### config.mk
export PLATFORM = sky130hd
export DESIGN_NAME = alu_operand_stager_flat
export DESIGN_NICKNAME = d
export VERILOG_FILES = /design/src/rtl/alu_operand_stager_if.sv /design/src/rtl/alu_operand_stager.sv /design/src/flat_wrapper.sv
export SDC_FILE = /design/constraint.sdc
export NUM_CORES = 1
export LEC_CHECK = 0
export CORE_ASPECT_RATIO = 1.75
export CORE_MARGIN = 4
export CORE_UTILIZATION = 30
export CTS_CLUSTER_DIAMETER = 30
export DETAILED_ROUTE_END_ITERATION = 7
export PLACE_DENSITY_LB_ADDON = 0.12
export SLEW_MARGIN = 10
export SYNTH_ARGS = -nofsm -noshare
export SYNTH_HDL_FRONTEND = slang
export SYNTH_SLANG_ARGS = --single-unit
### constraint.sdc
create_clock -name clk -period 1.15 [get_ports clk]
set_input_delay 0.1725 -clock clk [delete_from_list [all_inputs] [get_ports clk]]
set_output_delay 0.1725 -clock clk [all_outputs]
set_load 0.05 [all_outputs]
### src/rtl/alu_operand_stager_if.sv
// alu_operand_stager_if
//    Bus between the operand source, the operand stager and the downstream
//    ALU stage.
//    Signals:
//       din       shared operand bus (source -> stager)
//       op_in     opcode, sampled with the second load (source -> stager)
//       load      single-cycle capture strobe (source -> stager)
//       out_ready downstream accepts the operands (ALU -> stager)
//       out_valid A, B and op are complete and stable (stager -> ALU)
//       a_out     operand A (stager -> ALU)
//       b_out     operand B (stager -> ALU)
//       op_out    opcode (stager -> ALU)
//    Modports: master = environment/driver side, slave = stager side.
interface alu_operand_stager_if #(
   parameter int WIDTH = 4,
   parameter int OP_W  = 2
);
   logic [WIDTH-1:0] din;
   logic [OP_W-1:0]  op_in;
   logic             load;
   logic             out_ready;
   logic             out_valid;
   logic [WIDTH-1:0] a_out;
   logic [WIDTH-1:0] b_out;
   logic [OP_W-1:0]  op_out;

   modport master (
      output din, op_in, load, out_ready,
      input  out_valid, a_out, b_out, op_out
   );

   modport slave (
      input  din, op_in, load, out_ready,
      output out_valid, a_out, b_out, op_out
   );
endinterface

### src/rtl/alu_operand_stager.sv
// alu_operand_stager
//    Collects operand A, operand B and an opcode from a shared bus using
//    single-cycle load strobes, holds them stable and offers them to the ALU
//    through a valid/ready handshake. Completed transfers are counted.
//    Ports:
//       clk       system clock, rising edge
//       rst_n     asynchronous active-low reset
//       clr       synchronous clear back to EMPTY (issue_cnt kept)
//       bus       alu_operand_stager_if.slave (din, op_in, load, out_ready,
//                 out_valid, a_out, b_out, op_out)
//       have_a    operand A captured, B pending
//       issue_cnt completed handshakes, wraps modulo 2^CNT_W
//    Optional feature (macro ALU_STAGER_LOADTHRU_EN): a load coinciding with
//    the handshake in FULL captures the next A directly and moves to HAVE_A.
//    Without it that load is dropped and the stager returns to EMPTY.
//
//    state  | meaning
//    EMPTY  | no operand held
//    HAVE_A | operand A held, waiting for B and opcode
//    FULL   | A, B, op held; out_valid high until handshake
module alu_operand_stager #(
   parameter int WIDTH = 4,
   parameter int OP_W  = 2,
   parameter int CNT_W = 8
) (
   input  logic                  clk,
   input  logic                  rst_n,
   input  logic                  clr,
   alu_operand_stager_if.slave   bus,
   output logic                  have_a,
   output logic [CNT_W-1:0]      issue_cnt
);

   // Encoding chosen so out_valid and have_a are each a single state flop.
   typedef enum logic [1:0] {
      EMPTY  = 2'b00,
      HAVE_A = 2'b01,
      FULL   = 2'b10
   } state_t;

   state_t           state, state_nxt;
   logic [WIDTH-1:0] a_nxt, b_nxt;
   logic [OP_W-1:0]  op_nxt;
   logic [CNT_W-1:0] cnt_nxt;
   logic             xfer;

   assign xfer          = (state == FULL) && bus.out_ready;
   assign bus.out_valid = state[1];
   assign have_a        = state[0];

   always_ff @(posedge clk or negedge rst_n) begin
      if (!rst_n) state <= EMPTY;
      else        state <= state_nxt;
   end

   always_comb begin
      state_nxt = state;
      if (clr) begin
         state_nxt = EMPTY;
      end else begin
         case (state)
            EMPTY:   if (bus.load) state_nxt = HAVE_A;
            HAVE_A:  if (bus.load) state_nxt = FULL;
            FULL: begin
               if (bus.out_ready) begin
`ifdef ALU_STAGER_LOADTHRU_EN
                  state_nxt = bus.load ? HAVE_A : EMPTY;
`else
                  state_nxt = EMPTY;
`endif
               end
            end
            default: state_nxt = EMPTY;
         endcase
      end
   end

   always_comb begin
      a_nxt   = bus.a_out;
      b_nxt   = bus.b_out;
      op_nxt  = bus.op_out;
      cnt_nxt = issue_cnt;
      if (clr) begin
         a_nxt  = '0;
         b_nxt  = '0;
         op_nxt = '0;
      end else begin
         if ((state == EMPTY) && bus.load) a_nxt = bus.din;
         if ((state == HAVE_A) && bus.load) begin
            b_nxt  = bus.din;
            op_nxt = bus.op_in;
         end
         if (xfer) begin
            // Operands are left in place after the transfer for debug visibility.
            cnt_nxt = issue_cnt + 1'b1;
`ifdef ALU_STAGER_LOADTHRU_EN
            if (bus.load) a_nxt = bus.din;
`endif
         end
      end
   end

   always_ff @(posedge clk or negedge rst_n) begin
      if (!rst_n) begin
         bus.a_out  <= '0;
         bus.b_out  <= '0;
         bus.op_out <= '0;
         issue_cnt  <= '0;
      end else begin
         bus.a_out  <= a_nxt;
         bus.b_out  <= b_nxt;
         bus.op_out <= op_nxt;
         issue_cnt  <= cnt_nxt;
      end
   end

endmodule
### src/flat_wrapper.sv
// flat-port wrapper written by rule: the top's interface ports become plain ports
module alu_operand_stager_flat 
#(
   parameter int WIDTH = 4,
   parameter int OP_W  = 2,
   parameter int CNT_W = 8
)
  (clk, rst_n, clr, have_a, issue_cnt, bus_din, bus_op_in, bus_load, bus_out_ready, bus_out_valid, bus_a_out, bus_b_out, bus_op_out);
  alu_operand_stager_if #(.WIDTH(WIDTH), .OP_W(OP_W)) bus_i ();
  input  logic clk;
  input  logic rst_n;
  input  logic clr;
  output logic have_a;
  output logic [CNT_W-1:0] issue_cnt;
  input wire logic [$bits(bus_i.din)-1:0] bus_din;
  input wire logic [$bits(bus_i.op_in)-1:0] bus_op_in;
  input wire logic [$bits(bus_i.load)-1:0] bus_load;
  input wire logic [$bits(bus_i.out_ready)-1:0] bus_out_ready;
  output wire logic [$bits(bus_i.out_valid)-1:0] bus_out_valid;
  output wire logic [$bits(bus_i.a_out)-1:0] bus_a_out;
  output wire logic [$bits(bus_i.b_out)-1:0] bus_b_out;
  output wire logic [$bits(bus_i.op_out)-1:0] bus_op_out;
  assign bus_i.din = bus_din;
  assign bus_i.op_in = bus_op_in;
  assign bus_i.load = bus_load;
  assign bus_i.out_ready = bus_out_ready;
  assign bus_out_valid = bus_i.out_valid;
  assign bus_a_out = bus_i.a_out;
  assign bus_b_out = bus_i.b_out;
  assign bus_op_out = bus_i.op_out;
  alu_operand_stager #(.WIDTH(WIDTH), .OP_W(OP_W), .CNT_W(CNT_W)) u_core (.clk(clk), .rst_n(rst_n), .clr(clr), .bus(bus_i), .have_a(have_a), .issue_cnt(issue_cnt));
endmodule
Word-level counts from Yosys, hierarchy flattened
Index checks and enable logic that the tools add are counted.
{"block": "op_classes", "eq_ne": 5, "order_cmp": 0, "reduce_logical": 8, "shifts": 0, "n_bitwise": 1, "addsub": 1, "div_mod_pow": 0, "n_mux": 11, "multipliers": 0}
{"operator": "2-to-1 mux 4 bit", "count": 4}
{"operator": "2-to-1 mux 2 bit", "count": 6}
{"operator": "inequality test 3 bit (second input constant)", "count": 3}
{"operator": "adder 8 x 1 -> 8 bit (second input constant)", "count": 1}
{"operator": "case mux 2 bit (3 select lines)", "count": 1}
{"operator": "nonzero test 2 bit", "count": 2}
{"operator": "logical AND 1 bit", "count": 3}
{"operator": "AND reduction 3 bit", "count": 1}
{"operator": "== test 2 x 1 -> 1 bit (second input constant)", "count": 1}
{"operator": "== test 2 bit (second input constant)", "count": 1}
{"operator": "logical NOT 2 bit", "count": 1}
{"operator": "AND reduction 2 bit", "count": 1}
{"operator": "NOT 1 bit", "count": 1}
{"block": "word_totals", "in_bits": 11, "mem_count": 0, "romBits": 0, "register_bits": 20, "latch_bits": 0, "ramBits": 0, "out_inout_bits": 20}

Logic depth before layout (Yosys ltp)
{"block": "depth", "depth_word": 4, "depth_mapped": 4, "mapped_depth_nobuf": 4}

Least setup slack after synthesis
No wires, ideal clock.
{"block": "synth_path", "kind": "register to register", "from": "register u_core.state[0]", "to": "register u_core.issue_cnt[7]", "t_arrival_ps": 1457, "slack_ps": -389, "period_less_slack_ps": 1539, "stages_incl_launch_ff": 5, "setup_time_ps": 82, "path_cell_list": "dfrtp_1 -> nand4bb_1 -> buf_2 -> nor4_4 -> xor2_1"}
{"block": "synth_between", "elab_chain_len": 3}
{"element": "start: declaration", "line": "alu_operand_stager.sv:41", "text": "state_t state, state_nxt;"}
{"element": "start signal: assignment", "line": "alu_operand_stager.sv:53", "text": "else state <= state_nxt;"}
{"element": "== test 2 bit", "line": "alu_operand_stager.sv:47", "text": "assign xfer = (state == FULL) && bus.out_ready;"}
{"element": "logical AND 1 bit", "line": "alu_operand_stager.sv:47"}
{"element": "AND reduction 2 bit (no line)"}
{"element": "end signal: assignment", "line": "alu_operand_stager.sv:113", "text": "issue_cnt <= cnt_nxt;"}
{"element": "end: declaration", "line": "alu_operand_stager.sv:31", "text": "output logic [CNT_W-1:0] issue_cnt"}
No other way between the ends.
A chain may end at the register's enable or synchronous reset.

Worst setup path after layout
{"block": "layout_path", "from": "register u_core.state[0]", "to": "register u_core.issue_cnt[3]"}
The elaborated chain is that of the path after synthesis.

==> metrics.csv <==
metric;value;unit
CTS Buf Count;3;
crit share post-route;104;%
fin. max-slew vios;0;
Clock transition at path regs;0.08;ns
GRT Total Usage;11.7;%
initial DRC count;4;
r2r endpoint;u_core.issue_cnt[3]$_DFFE_PN0P_;
synth unique cells;19;
fin crit period;1.19;ns
gp weighted congestion;0.681;
flop-to-flop setup slack;-0.04;ns
Max VDD drop;1060;uV
GR Layer Usage met2;20.7;%
R2R cell count;4;
Post-route DRC;0;
total routed wirelength;2.09;mm
number of nets with antenna violations after routing;0;
power share of the clock group;30.3;%
TritonCTS clock tree;built;
Critical Path Source;u_core.state[0]$_DFFE_PN0P_;
post-route clock skew;0.00437;ns
die area;3860;um2
post-route setup TNS;-0.280;ns
Final Hold Viols;0;
Die Wd;48.7;um
layout cells sized above 1;48.8;%
largest net degree at the start of global routing;21;
Max Freq;0.838;GHz
top cell type's share of synthesized area;57.5;%
# port buffers;30;
pre-CTS setup slack;-0.307;ns
global routing's busiest layer;met2;
net count reported at finish;134;
Max Root-Sink Buffers;2;
Clock Tree Root;clkbuf_8;
Syn Inst Count;72;
top cells by area, synth;dfrtp_1, mux2i_1, nor2_1;
global routing usage on met3;2.63;%
CP startpoint kind;flop;
status;complete, but fails checks;
part of the power in registers;36.6;%
Mapped Area;871;um2
final instance area;1660;um2
Int Pwr;1.63;mW
MaxCap Viol Count;0;
Gate power share;33.1;%
hold crit path type;input pin to asynchronous set/reset pin;
peak fanout along the critical path;7;
Slew @ Worst Pin;0.259;ns
global-route wire length before repair;3.59;mm
vias post-DR;697;
average size of a mapped cell;12.1;um2
initial antenna violation count;0;
routing usage on met1;12.7;%
gr ovfl total;0;
Worst R2R Start;u_core.state[0]$_DFFE_PN0P_;
Yosys reg bits;20;
sw frac;28.3;%
Sinks on Clock Net;20;
Hold Buf Count CTS;0;
Psw;0.644;mW
Slew HR;82.7;%
hold_ws;0.247;ns
average wire per standard cell;14.1;um
Syn Nets;84;
RSZ-0062 raised after global routing;yes;
antenna cells;0;
yosys synthesis warning count;0;
Leak;0.790;nW
sequential share of the synthesized area;57.5;%
DIE HEIGHT;79.3;um
pwr/cell area;1370;nW/um2
CP Class;flop to flop;
worst-skew pair later-pin latency;0.25;ns
post-DR vias/cell;4.71;
Worst Path Arrival;1.37;ns
core box area;2750;um2
Req. time, crit path;1.33;ns
Setup Viol. Count Final;10;
PnR worst setup slack;-0.0440;ns
violated checks;setup timing;
TritonRoute pass-1 iters;4;
IO Pins;31;
leading area contributor after synthesis;dfrtp_1;
vias in the first global route;775;
Starting Density;31.6;%
CTS HTree Levels;1;
Rows;25;
final core occ;60.4;%
CP endpoint kind;flop;
area grow syn2layout;90.8;%
Placed Area;1520;um2
Post-DP HPWL;1.59;mm
routing by layer:
layer	routed length, um	up-vias
met3	114	2
li1	-	339
met4	23	0
met2	1200	18
met5	0	-
met1	755	338
layout make-up:
| type | count | area, um2 |
|---|---|---|
| clock buffers | 3 | 41.3 |
| multi-input cells | 49 | 379 |
| repair buffers | 48 | 666 |
| fillers | 224 | 1090 |
| clock inverters | 1 | 30.0 |
| flip-flops and latches | 20 | 512 |
| well taps | 27 | 33.8 |
synthesized netlist by cell type:
cell type and count:
a21oi_1 1, and4bb_2 1, buf_2 2, clkbuf_1 1, dfrtp_1 20, ha_1 1, mux2i_1 10, nand2_1 6
nand3_1 2, nand3b_1 1, nand4_1 1, nand4bb_1 1, nor2_1 11, nor3_1 3, nor3b_2 1, nor4_4 1
or3b_2 1, xnor2_1 4, xor2_1 4
flip-flops by register name (all words and copies together), names as in the netlist:
register / cells
u_core.bus.op_out: 2
u_core.bus.b_out: 4
u_core.bus.a_out: 4
u_core.state: 2
u_core.issue_cnt: 8
cell usage in the layout (no fill, tap or decap), drive strengths merged, types with 2 or more instances in the layout:
cell type,instances
buf,38
dfrtp,20
nor2,11
mux2i,10
clkdlybuf4s50,10
nand2,6
xnor2,4
xor2,4
clkbuf,3
nor3,3
nand3,2
worst max path at each step:
stage	to	cells after the start
final	u_core.issue_cnt[3]$_DFFE_PN0P_	4
after CTS	u_core.issue_cnt[7]$_DFFE_PN0P_	4
after global routing	u_core.issue_cnt[3]$_DFFE_PN0P_	4
after floorplan	u_core.issue_cnt[7]$_DFFE_PN0P_	4
after global placement	u_core.bus.a_out[3]$_DFFE_PN0P_	4
after detailed placement	u_core.bus.a_out[3]$_DFFE_PN0P_	4
logic make-up (layout without fill, tap and decap cells):
logic type / after synthesis / in the layout / synth area share (%)
buffers and inverters: 3 / 52 / 1.58
adder cells (fa/ha/maj): 1 / 1 / 1.44
multiplexers: 10 / 10 / 11.5
flip-flops: 20 / 20 / 57.5
AND/OR/NAND/NOR: 29 / 29 / 19.4
AO/OA/AOI/OAI: 1 / 1 / 0.574
XOR/XNOR: 8 / 8 / 8.05
worst max-delay path: stages, from the launching register on:
cell	delay [ns]
dfrtp_2	0.46
nand4bb_1	0.21
buf_6	0.16
nor2_1	0.14
xor2_1	0.16
power groups by stage:
stage / combinational (mW) / clock, mW / sequential [mW]
after floorplan: 0.119 / 0 / 1.03
after global placement: 0.715 / 0 / 0.837
after detailed placement: 0.719 / 0 / 0.841
after CTS: 0.749 / 0.709 / 0.831
after global routing: 0.786 / 0.727 / 0.842
final: 0.752 / 0.690 / 0.831
timing repair:
action	4_1_cts	5_1_grt
resized for setup	3	7
endpoints found under the hold margin	0	0
buffers inserted	3	1
endpoints found under the setup margin	16	26
cloned	0	0
pin swaps	4	3
per-stage QoR:
step	total power [mW]	cells
CTS	2.29	147
global placement	1.55	140
floorplan	1.14	72
global route	2.35	148
detailed placement	1.56	140
finish	2.27	148
(Power assumes the default switching activity.)
